**config.mk**
```make
export PLATFORM = sky130hd
export DESIGN_NAME = fta_to_wb_bridge_flat
export DESIGN_NICKNAME = d
export VERILOG_FILES = /design/src/rtl/fta_bus_pkg.sv /design/src/rtl/fta_bus_interface.sv /design/src/rtl/fta_req_fifo.sv /design/src/rtl/fta_to_wb_bridge.sv /design/src/flat_wrapper.sv
export SDC_FILE = /design/constraint.sdc
export NUM_CORES = 2
export LEC_CHECK = 0
export CAP_MARGIN = 30
export CORE_AREA = 2 2 475 477
export DETAILED_ROUTE_END_ITERATION = 10
export DIE_AREA = 0 0 477 479
export GPL_ROUTABILITY_DRIVEN = 0
export PLACE_DENSITY = 0.59
export SYNTH_ARGS = -nofsm -noshare
export SYNTH_HDL_FRONTEND = slang
export SYNTH_HIERARCHICAL = 1
export SYNTH_SLANG_ARGS = --single-unit
```
**constraint.sdc**
```tcl
create_clock -name clk_i -period 34.3 [get_ports clk_i]
set_input_delay 6.86 -clock clk_i [delete_from_list [all_inputs] [get_ports clk_i]]
set_output_delay 6.86 -clock clk_i [all_outputs]
set_load 0.1 [all_outputs]
```
**src/rtl/fta_bus_pkg.sv**
```systemverilog
// Shared FTA bus definitions: response codes, command codes and the
// state encoding of the FTA-to-Wishbone responder bridge.
package fta_bus_pkg;

    typedef enum logic [1:0] {
        OKAY    = 2'b00,
        DECERR  = 2'b01,
        PROTERR = 2'b10,
        ERR     = 2'b11
    } fta_err_t;

    typedef enum logic [3:0] {
        CMD_NONE  = 4'd0,
        CMD_LOAD  = 4'd1,
        CMD_STORE = 4'd2
    } fta_cmd_t;

    typedef enum logic [1:0] {
        IDLE  = 2'd0,
        ISSUE = 2'd1,
        RETRY = 2'd2,
        RESP  = 2'd3
    } fta_to_wb_state_e;

endpackage

```
**src/rtl/fta_bus_interface.sv**
```systemverilog
// FTA bus: a single-cycle request pulse from the master and a response
// (with stall back-pressure) from the slave.
interface fta_bus_interface #(
    parameter int WID = 256
);
    import fta_bus_pkg::*;

    typedef struct packed {
        logic             cyc;
        logic             we;
        logic [7:0]       tid;
        logic [5:0]       blen;
        logic [WID/8-1:0] sel;
        logic [31:0]      adr;
        logic [WID-1:0]   data1;
    } req_t;

    typedef struct packed {
        logic [7:0]     tid;
        logic           stall;
        logic           ack;
        fta_err_t       err;
        logic [31:0]    adr;
        logic [WID-1:0] dat;
    } resp_t;

    req_t  req;
    resp_t resp;

    modport master (output req, input resp);
    modport slave  (input req, output resp);

endinterface

```
**src/rtl/fta_req_fifo.sv**
```systemverilog
// Synchronous FIFO holding captured FTA requests; a push while full and a
// pop while empty are ignored.
module fta_req_fifo #(
    parameter int W     = 8,
    parameter int DEPTH = 4
) (
    input  logic                       clk,
    input  logic                       rst_n,
    input  logic                       push,
    input  logic                       pop,
    input  logic [W-1:0]               din,
    output logic [W-1:0]               dout,
    output logic                       full,
    output logic                       empty,
    output logic [$clog2(DEPTH+1)-1:0] count
);
    localparam int PW = $clog2(DEPTH);
    localparam int CW = $clog2(DEPTH+1);

    logic [W-1:0]  mem [DEPTH];
    logic [PW-1:0] wr_ptr;
    logic [PW-1:0] rd_ptr;
    logic          do_push;
    logic          do_pop;

    assign full    = (count == CW'(DEPTH));
    assign empty   = (count == '0);
    assign do_push = push && !full;
    assign do_pop  = pop && !empty;
    assign dout    = mem[rd_ptr];

    // Pointers wrap naturally because DEPTH is a power of two.
    always_ff @(posedge clk) begin
        if (!rst_n) begin
            wr_ptr <= '0;
            rd_ptr <= '0;
            count  <= '0;
        end else begin
            if (do_push) wr_ptr <= wr_ptr + PW'(1);
            if (do_pop)  rd_ptr <= rd_ptr + PW'(1);
            count <= count + CW'(do_push) - CW'(do_pop);
        end
    end

    always_ff @(posedge clk) begin
        if (do_push) mem[wr_ptr] <= din;
    end

endmodule

```
**src/rtl/fta_to_wb_bridge.sv**
```systemverilog
// FTA slave to classic Wishbone master bridge: buffers requests, replays
// each as one or more WB beats and answers with the original tid.
module fta_to_wb_bridge
    import fta_bus_pkg::*;
#(
    parameter int WID     = 256,
    parameter int DEPTH   = 4,
    parameter int TIMEOUT = 1023,
    parameter int RETRIES = 100
) (
    input  logic             clk_i,
    input  logic             rst_ni,
    input  logic             cs_i,
    fta_bus_interface.slave  fta_i,
    output logic             cyc_o,
    output logic             stb_o,
    output logic             we_o,
    output logic [WID/8-1:0] sel_o,
    output logic [31:0]      adr_o,
    output logic [WID-1:0]   dat_o,
    input  logic [WID-1:0]   dat_i,
    input  logic             ack_i,
    input  logic             err_i,
    input  logic             rty_i
);
    localparam int SELW = WID/8;
    localparam int CW   = $clog2(DEPTH+1);
    localparam int TW   = $clog2(TIMEOUT+1);
    localparam int RW   = $clog2(RETRIES+1);

    typedef struct packed {
        logic [7:0]      tid;
        logic            we;
        logic [SELW-1:0] sel;
        logic [31:0]     adr;
        logic [5:0]      blen;
        logic [WID-1:0]  data;
    } entry_t;

    entry_t           in_entry;
    entry_t           out_entry;
    entry_t           hold;
    logic             push;
    logic             pop;
    logic             full;
    logic             empty;
    logic [CW-1:0]    count;
    logic [CW-1:0]    occ_n;
    logic             stall_q;

    fta_to_wb_state_e state;
    fta_to_wb_state_e state_n;
    logic [5:0]       beat;
    logic [TW-1:0]    tmo_cnt;
    logic [RW-1:0]    rty_cnt;
    fta_err_t         resp_err;
    logic [WID-1:0]   rdat;
    logic [31:0]      beat_adr;
    logic             fin_ok;
    logic             fin_err;
    logic             go_retry;

    assign in_entry = '{tid:  fta_i.req.tid,
                        we:   fta_i.req.we,
                        sel:  fta_i.req.sel,
                        adr:  fta_i.req.adr,
                        blen: fta_i.req.blen,
                        data: fta_i.req.data1};

    assign push  = fta_i.req.cyc && cs_i && !full;
    assign pop   = (state == IDLE) && !empty;
    assign occ_n = count + CW'(push) - CW'(pop);

    fta_req_fifo #(
        .W     ($bits(entry_t)),
        .DEPTH (DEPTH)
    ) u_fifo (
        .clk   (clk_i),
        .rst_n (rst_ni),
        .push  (push),
        .pop   (pop),
        .din   (in_entry),
        .dout  (out_entry),
        .full  (full),
        .empty (empty),
        .count (count)
    );

    assign beat_adr = hold.adr + 32'(beat) * 32'(SELW);

    always_comb begin
        state_n  = state;
        fin_ok   = 1'b0;
        fin_err  = 1'b0;
        go_retry = 1'b0;
        cyc_o    = 1'b0;
        stb_o    = 1'b0;
        unique case (state)
            IDLE: begin
                if (!empty) state_n = ISSUE;
            end
            ISSUE: begin
                cyc_o = 1'b1;
                stb_o = 1'b1;
                if (err_i) begin
                    fin_err = 1'b1;
                    state_n = RESP;
                end else if (ack_i) begin
                    fin_ok  = 1'b1;
                    state_n = RESP;
                end else if (rty_i) begin
                    if (rty_cnt == RW'(RETRIES)) begin
                        fin_err = 1'b1;
                        state_n = RESP;
                    end else begin
                        go_retry = 1'b1;
                        state_n  = RETRY;
                    end
                end else if (tmo_cnt == TW'(TIMEOUT)) begin
                    fin_err = 1'b1;
                    state_n = RESP;
                end
            end
            RETRY: begin
                state_n = ISSUE;
            end
            RESP: begin
                // Keep the WB cycle open only when another burst beat follows.
                if (resp_err == OKAY && beat < hold.blen) begin
                    cyc_o   = 1'b1;
                    state_n = ISSUE;
                end else begin
                    state_n = IDLE;
                end
            end
            default: state_n = IDLE;
        endcase
    end

    always_ff @(posedge clk_i) begin
        if (!rst_ni) begin
            state    <= IDLE;
            beat     <= '0;
            tmo_cnt  <= '0;
            rty_cnt  <= '0;
            resp_err <= OKAY;
            stall_q  <= 1'b0;
        end else begin
            state   <= state_n;
            stall_q <= (occ_n >= CW'(DEPTH-1));
            unique case (state)
                IDLE: begin
                    if (pop) beat <= '0;
                end
                ISSUE: begin
                    tmo_cnt <= tmo_cnt + TW'(1);
                    if (fin_ok)   resp_err <= OKAY;
                    if (fin_err)  resp_err <= ERR;
                    if (go_retry) rty_cnt  <= rty_cnt + RW'(1);
                end
                RETRY: begin
                    tmo_cnt <= '0;
                end
                RESP: begin
                    tmo_cnt <= '0;
                    rty_cnt <= '0;
                    if (state_n == ISSUE) beat <= beat + 6'd1;
                end
                default: ;
            endcase
        end
    end

    // Stores are forced single-beat by zeroing the held burst length.
    always_ff @(posedge clk_i) begin
        if (pop) begin
            hold <= out_entry;
            if (out_entry.we) hold.blen <= '0;
        end
        if (fin_ok)       rdat <= dat_i;
        else if (fin_err) rdat <= '0;
    end

    always_comb begin
        we_o  = (state == ISSUE) && hold.we;
        sel_o = (state == ISSUE) ? hold.sel  : '0;
        adr_o = (state == ISSUE) ? beat_adr  : '0;
        dat_o = (state == ISSUE) ? hold.data : '0;
    end

    always_comb begin
        fta_i.resp       = '0;
        fta_i.resp.stall = stall_q;
        if (state == RESP) begin
            fta_i.resp.ack = 1'b1;
            fta_i.resp.tid = hold.tid;
            fta_i.resp.adr = beat_adr;
            fta_i.resp.err = resp_err;
            fta_i.resp.dat = hold.we ? '0 : rdat;
        end
    end

endmodule

```
**src/flat_wrapper.sv**
```systemverilog
// flat-port wrapper written by rule: the top's interface ports become plain ports
module fta_to_wb_bridge_flat import fta_bus_pkg::*;
#(
    parameter int WID     = 256,
    parameter int DEPTH   = 4,
    parameter int TIMEOUT = 1023,
    parameter int RETRIES = 100
)
  (clk_i, rst_ni, cs_i, cyc_o, stb_o, we_o, sel_o, adr_o, dat_o, dat_i, ack_i, err_i, rty_i, fta_i_req, fta_i_resp);
  fta_bus_interface #(.WID(WID)) fta_i_i ();
  input  logic clk_i;
  input  logic rst_ni;
  input  logic cs_i;
  output logic cyc_o;
  output logic stb_o;
  output logic we_o;
  output logic [WID/8-1:0] sel_o;
  output logic [31:0] adr_o;
  output logic [WID-1:0] dat_o;
  input  logic [WID-1:0] dat_i;
  input  logic ack_i;
  input  logic err_i;
  input  logic rty_i;
  input wire logic [$bits(fta_i_i.req)-1:0] fta_i_req;
  output wire logic [$bits(fta_i_i.resp)-1:0] fta_i_resp;
  assign fta_i_i.req = fta_i_req;
  assign fta_i_resp = fta_i_i.resp;
  fta_to_wb_bridge #(.WID(WID), .DEPTH(DEPTH), .TIMEOUT(TIMEOUT), .RETRIES(RETRIES)) u_core (.clk_i(clk_i), .rst_ni(rst_ni), .cs_i(cs_i), .fta_i(fta_i_i), .cyc_o(cyc_o), .stb_o(stb_o), .we_o(we_o), .sel_o(sel_o), .adr_o(adr_o), .dat_o(dat_o), .dat_i(dat_i), .ack_i(ack_i), .err_i(err_i), .rty_i(rty_i));
endmodule
```
==> flow_summary.json <==
{
  "status": "finished clean",
  "final_hold_viol_count": 0,
  "cts_root_buf": "clkbuf_16",
  "syn-num-nets": 4283,
  "cts_buffer_depth": 3,
  "dp_cells": 7847,
  "required_ps": 27440,
  "antenna_found_initial": 94,
  "num-nets-final": 5696,
  "clkLatencyLatePin_ps": 850,
  "place_hpwl_um": 159000,
  "hold_buffers": 0,
  "slew_violations": 0,
  "die_w_um": 477,
  "synth_commonest_cells": "1,931 x edfxtp_1, 818 x and2_1, 335 x mux4_2",
  "whs_ps": 492,
  "grt_pass1_vias": 40562,
  "cts_setup_buffers": 0,
  "synthMostInstantiatedCell": "edfxtp_1",
  "tns_ps": 0,
  "period_share_pct": 35.5,
  "fin_crit_ps": 12160,
  "fmax_mhz": 82.2,
  "seq_area_frac_synth_pct": 78.7,
  "busiest_layer": "met2",
  "synth_area_um2": 74600,
  "tightest_slew_ps": 1250,
  "portBuffers": 1220,
  "hold_path.class": "flip-flop to flip-flop",
  "worst-r2r-setup-slack_ps": 28970,
  "rows": 174,
  "clkTransAtPathRegs_ps": 60,
  "setup_viol": 0,
  "drt_iter0_drc": 3352,
  "gr-usage-met3_pct": 6.09,
  "vias": 39559,
  "cts_tree": "done",
  "firstDrtPassIters": 5,
  "use_met2_pct": 34.4,
  "fillers": 19279,
  "route.detailed.drc": 0,
  "fin_skew_ps": 86.7,
  "critPathCaptureType": "output pin",
  "vias_per_cell": 4.78,
  "grt_max_degree": 152,
  "io_pins": 1221,
  "wire_per_inst_um": 28.0,
  "worstHoldPathCells": 2,
  "start_util_pct": 33.3,
  "reg2reg_depth": 8,
  "syn_area_per_cell_um2": 20.4,
  "async_flop_share_pct": 0,
  "synth_top_cell_area_share_pct": 77.8,
  "synth-main-ff-cell": "edfxtp_1",
  "final_util_pct": 44.8,
  "ys_ff_latch": 1967,
  "worstPathMaxFanout": 119,
  "die_h_um": 479,
  "hp-start": "u_core/tmo_cnt[8]$_SDFFE_PN0N_",
  "powerDensity_nw_per_um2": 80.4,
  "placeableCoreArea_um2": 224000,
  "ant_nets": 0,
  "max_slew_margin_pct": 16.8,
  "path_class": "flip-flop to output pin",
  "ir_drop_mv": 0.0677,
  "synth_top_area_cell": "edfxtp_1",
  "drive_gt1_share_pct": 15.4,
  "totalPowerFinal_w": 0.00805,
  "cap_viol_max_count": 0,
  "wirelength_um": 231000,
  "met1_usage_pct": 22.9,
  "h-tree-depth": 4,
  "area_growth_pct": 34.2,
  "cts.sinks": 1967,
  "yosysWarnings": 6,
  "grtUsageTotal_pct": 19.8,
  "startpoint_type": "flip-flop",
  "r2r_start": "u_core/u_fifo/count[2]$_SDFF_PN0_",
  "min_to": "u_core/tmo_cnt[8]$_SDFFE_PN0N_",
  "ys_types": 58,
  "grt_overflow": 0,
  "synthTopCellsByArea": "edfxtp_1 78%, mux4_2 10%, and2_1 6.9%",
  "dieArea_um2": 228000,
  "cts_resized": 0,
  "cts_buffers": 204,
  "reg2reg_to": "u_core/u_fifo/mem[1][0]$_DFFE_PP_",
  "synthCells": 3659,
  "finalNonFillerCells": 8271,
  "grt_pass1_wl_um": 319000,
  "synth_edf_count": 1931,
  "cp.arrival_ps": 5300,
  "power.static_leakage_nw": 32.3,
  "rsz0062_at_grt": "false"
}
[where the power goes]
group	switching (W)	leakage [nW]	total, W	internal [W]
Clock	0.000936	3.19	0.00218	0.00124
Combinational	0.00179	11.1	0.00253	0.000747
Sequential	0.000221	18.0	0.00334	0.00312
[how the worst max path moves through the flow]
| stage | start | to | slack, ps |
|---|---|---|---|
| floorplan | rty_i | u_core/rdat[0]$_SDFFCE_PN0P_ | 13910 |
| global placement | cs_i | u_core/u_fifo/mem[1][39]$_DFFE_PP_ | 21760 |
| detailed placement | fta_i_req[335] | u_core/u_fifo/mem[1][28]$_DFFE_PP_ | 21820 |
| CTS | u_core/state[0]$_SDFF_PN0_ | fta_i_resp[238] | 21060 |
| global route | u_core/state[1]$_SDFF_PN0_ | dat_o[73] | 21750 |
| finish | u_core/state[1]$_SDFF_PN0_ | dat_o[46] | 22140 |
[layout by cell type, fill, tap and decap left out, types with 5 or more instances in the layout]
cell             synthesis  routed
nor3_1                   5       5
clkinv_16                0       8
nor2_1                  80      79
nor3b_1                  5       5
mux4_2                 335     335
clkinv_1                 0      55
xor2_1                  19      19
clkbuf_16                0     205
clkbuf_1                97      40
ha_1                    23      23
xnor2_1                 22      22
nand2_1                 29      29
buf_16                   0     117
clkinv_2                 0      28
a21oi_1                 17      16
nor2b_1                 10      10
edfxtp_1              1931    1931
a211oi_1                 6       6
nand4_1                 16      16
or3_1                    8       8
nand3_1                 12      12
and2_1                 818     814
diode_2                  0      40
buf_4                    2      45
dfxtp_1                 36      34
o21ai_0                 10      10
bufinv_16                0      18
buf_12                   0       7
mux2i_1                  6       6
clkdlybuf4s50_1          0    1215
clkinvlp_4               0       7
and3_1                  19      19
inv_1                   33      32
[critical path, stage by stage (launching register included)]
cell             delay [ps]
dfxtp_1                 590
inv_1                   260
nand2_2                 450
inv_8                   720
buf_4                   820
and2_1                  290
clkdlybuf4s50_1        1180
[per-layer routing]
| layer | wire, um | vias up | share of wire, % |
|---|---|---|---|
| met5 | 508 | - | 0.22 |
| met3 | 16900 | 386 | 7.3 |
| met4 | 8030 | 80 | 3.5 |
| met1 | 86300 | 20633 | 37 |
| met2 | 119000 | 1383 | 52 |
| li1 | - | 17077 | - |
[per-stage QoR]
step / setup WS [ps] / area [um^2]
2_1_floorplan: 13910 / 74600
3_3_place_gp: 21760 / 90100
3_5_place_dp: 21820 / 93000
4_1_cts: 21060 / 99700
5_1_grt: 21750 / 100000
6_report: 22140 / 100000
[final cells by class]
cell class / instances / area (um^2) / area share, %
Sequential cell: 1967 / 58700 / 58.7
Timing Repair Buffer: 1385 / 15900 / 15.9
Multi-Input combinational cell: 1481 / 14900 / 14.9
Clock buffer: 246 / 5290 / 5.29
Tap cell: 2992 / 3740 / 3.74
Clock inverter: 127 / 1310 / 1.31
Inverter: 33 / 131 / 0.131
Antenna cell: 40 / 100 / 0.100
[kinds of logic after synthesis]
kind of cell	count (synthesis)	synth area share, %
compound gates	57	0.579
flops	1967	78.7
simple gates	1016	8.20
buf+inv	211	1.34
mux	341	10.2
fa+ha+maj	26	0.467
xor+xnor	41	0.482
[flip-flops by register name, summed over array words and instances, names as in the netlist, named ones only]
| name | flops |
|---|---|
| u_core/hold | 335 |
| u_core/u_fifo/wr_ptr | 2 |
| u_core/tmo_cnt | 10 |
| u_core/rdat | 256 |
| u_core/u_fifo/rd_ptr | 2 |
| u_core/resp_err | 1 |
| u_core/u_fifo/mem | 1340 |
| u_core/rty_cnt | 7 |
| u_core/stall_q | 1 |
| u_core/u_fifo/count | 3 |
| u_core/state | 2 |
| u_core/beat | 6 |
No activity file was read; power rests on OpenSTA's default activity.
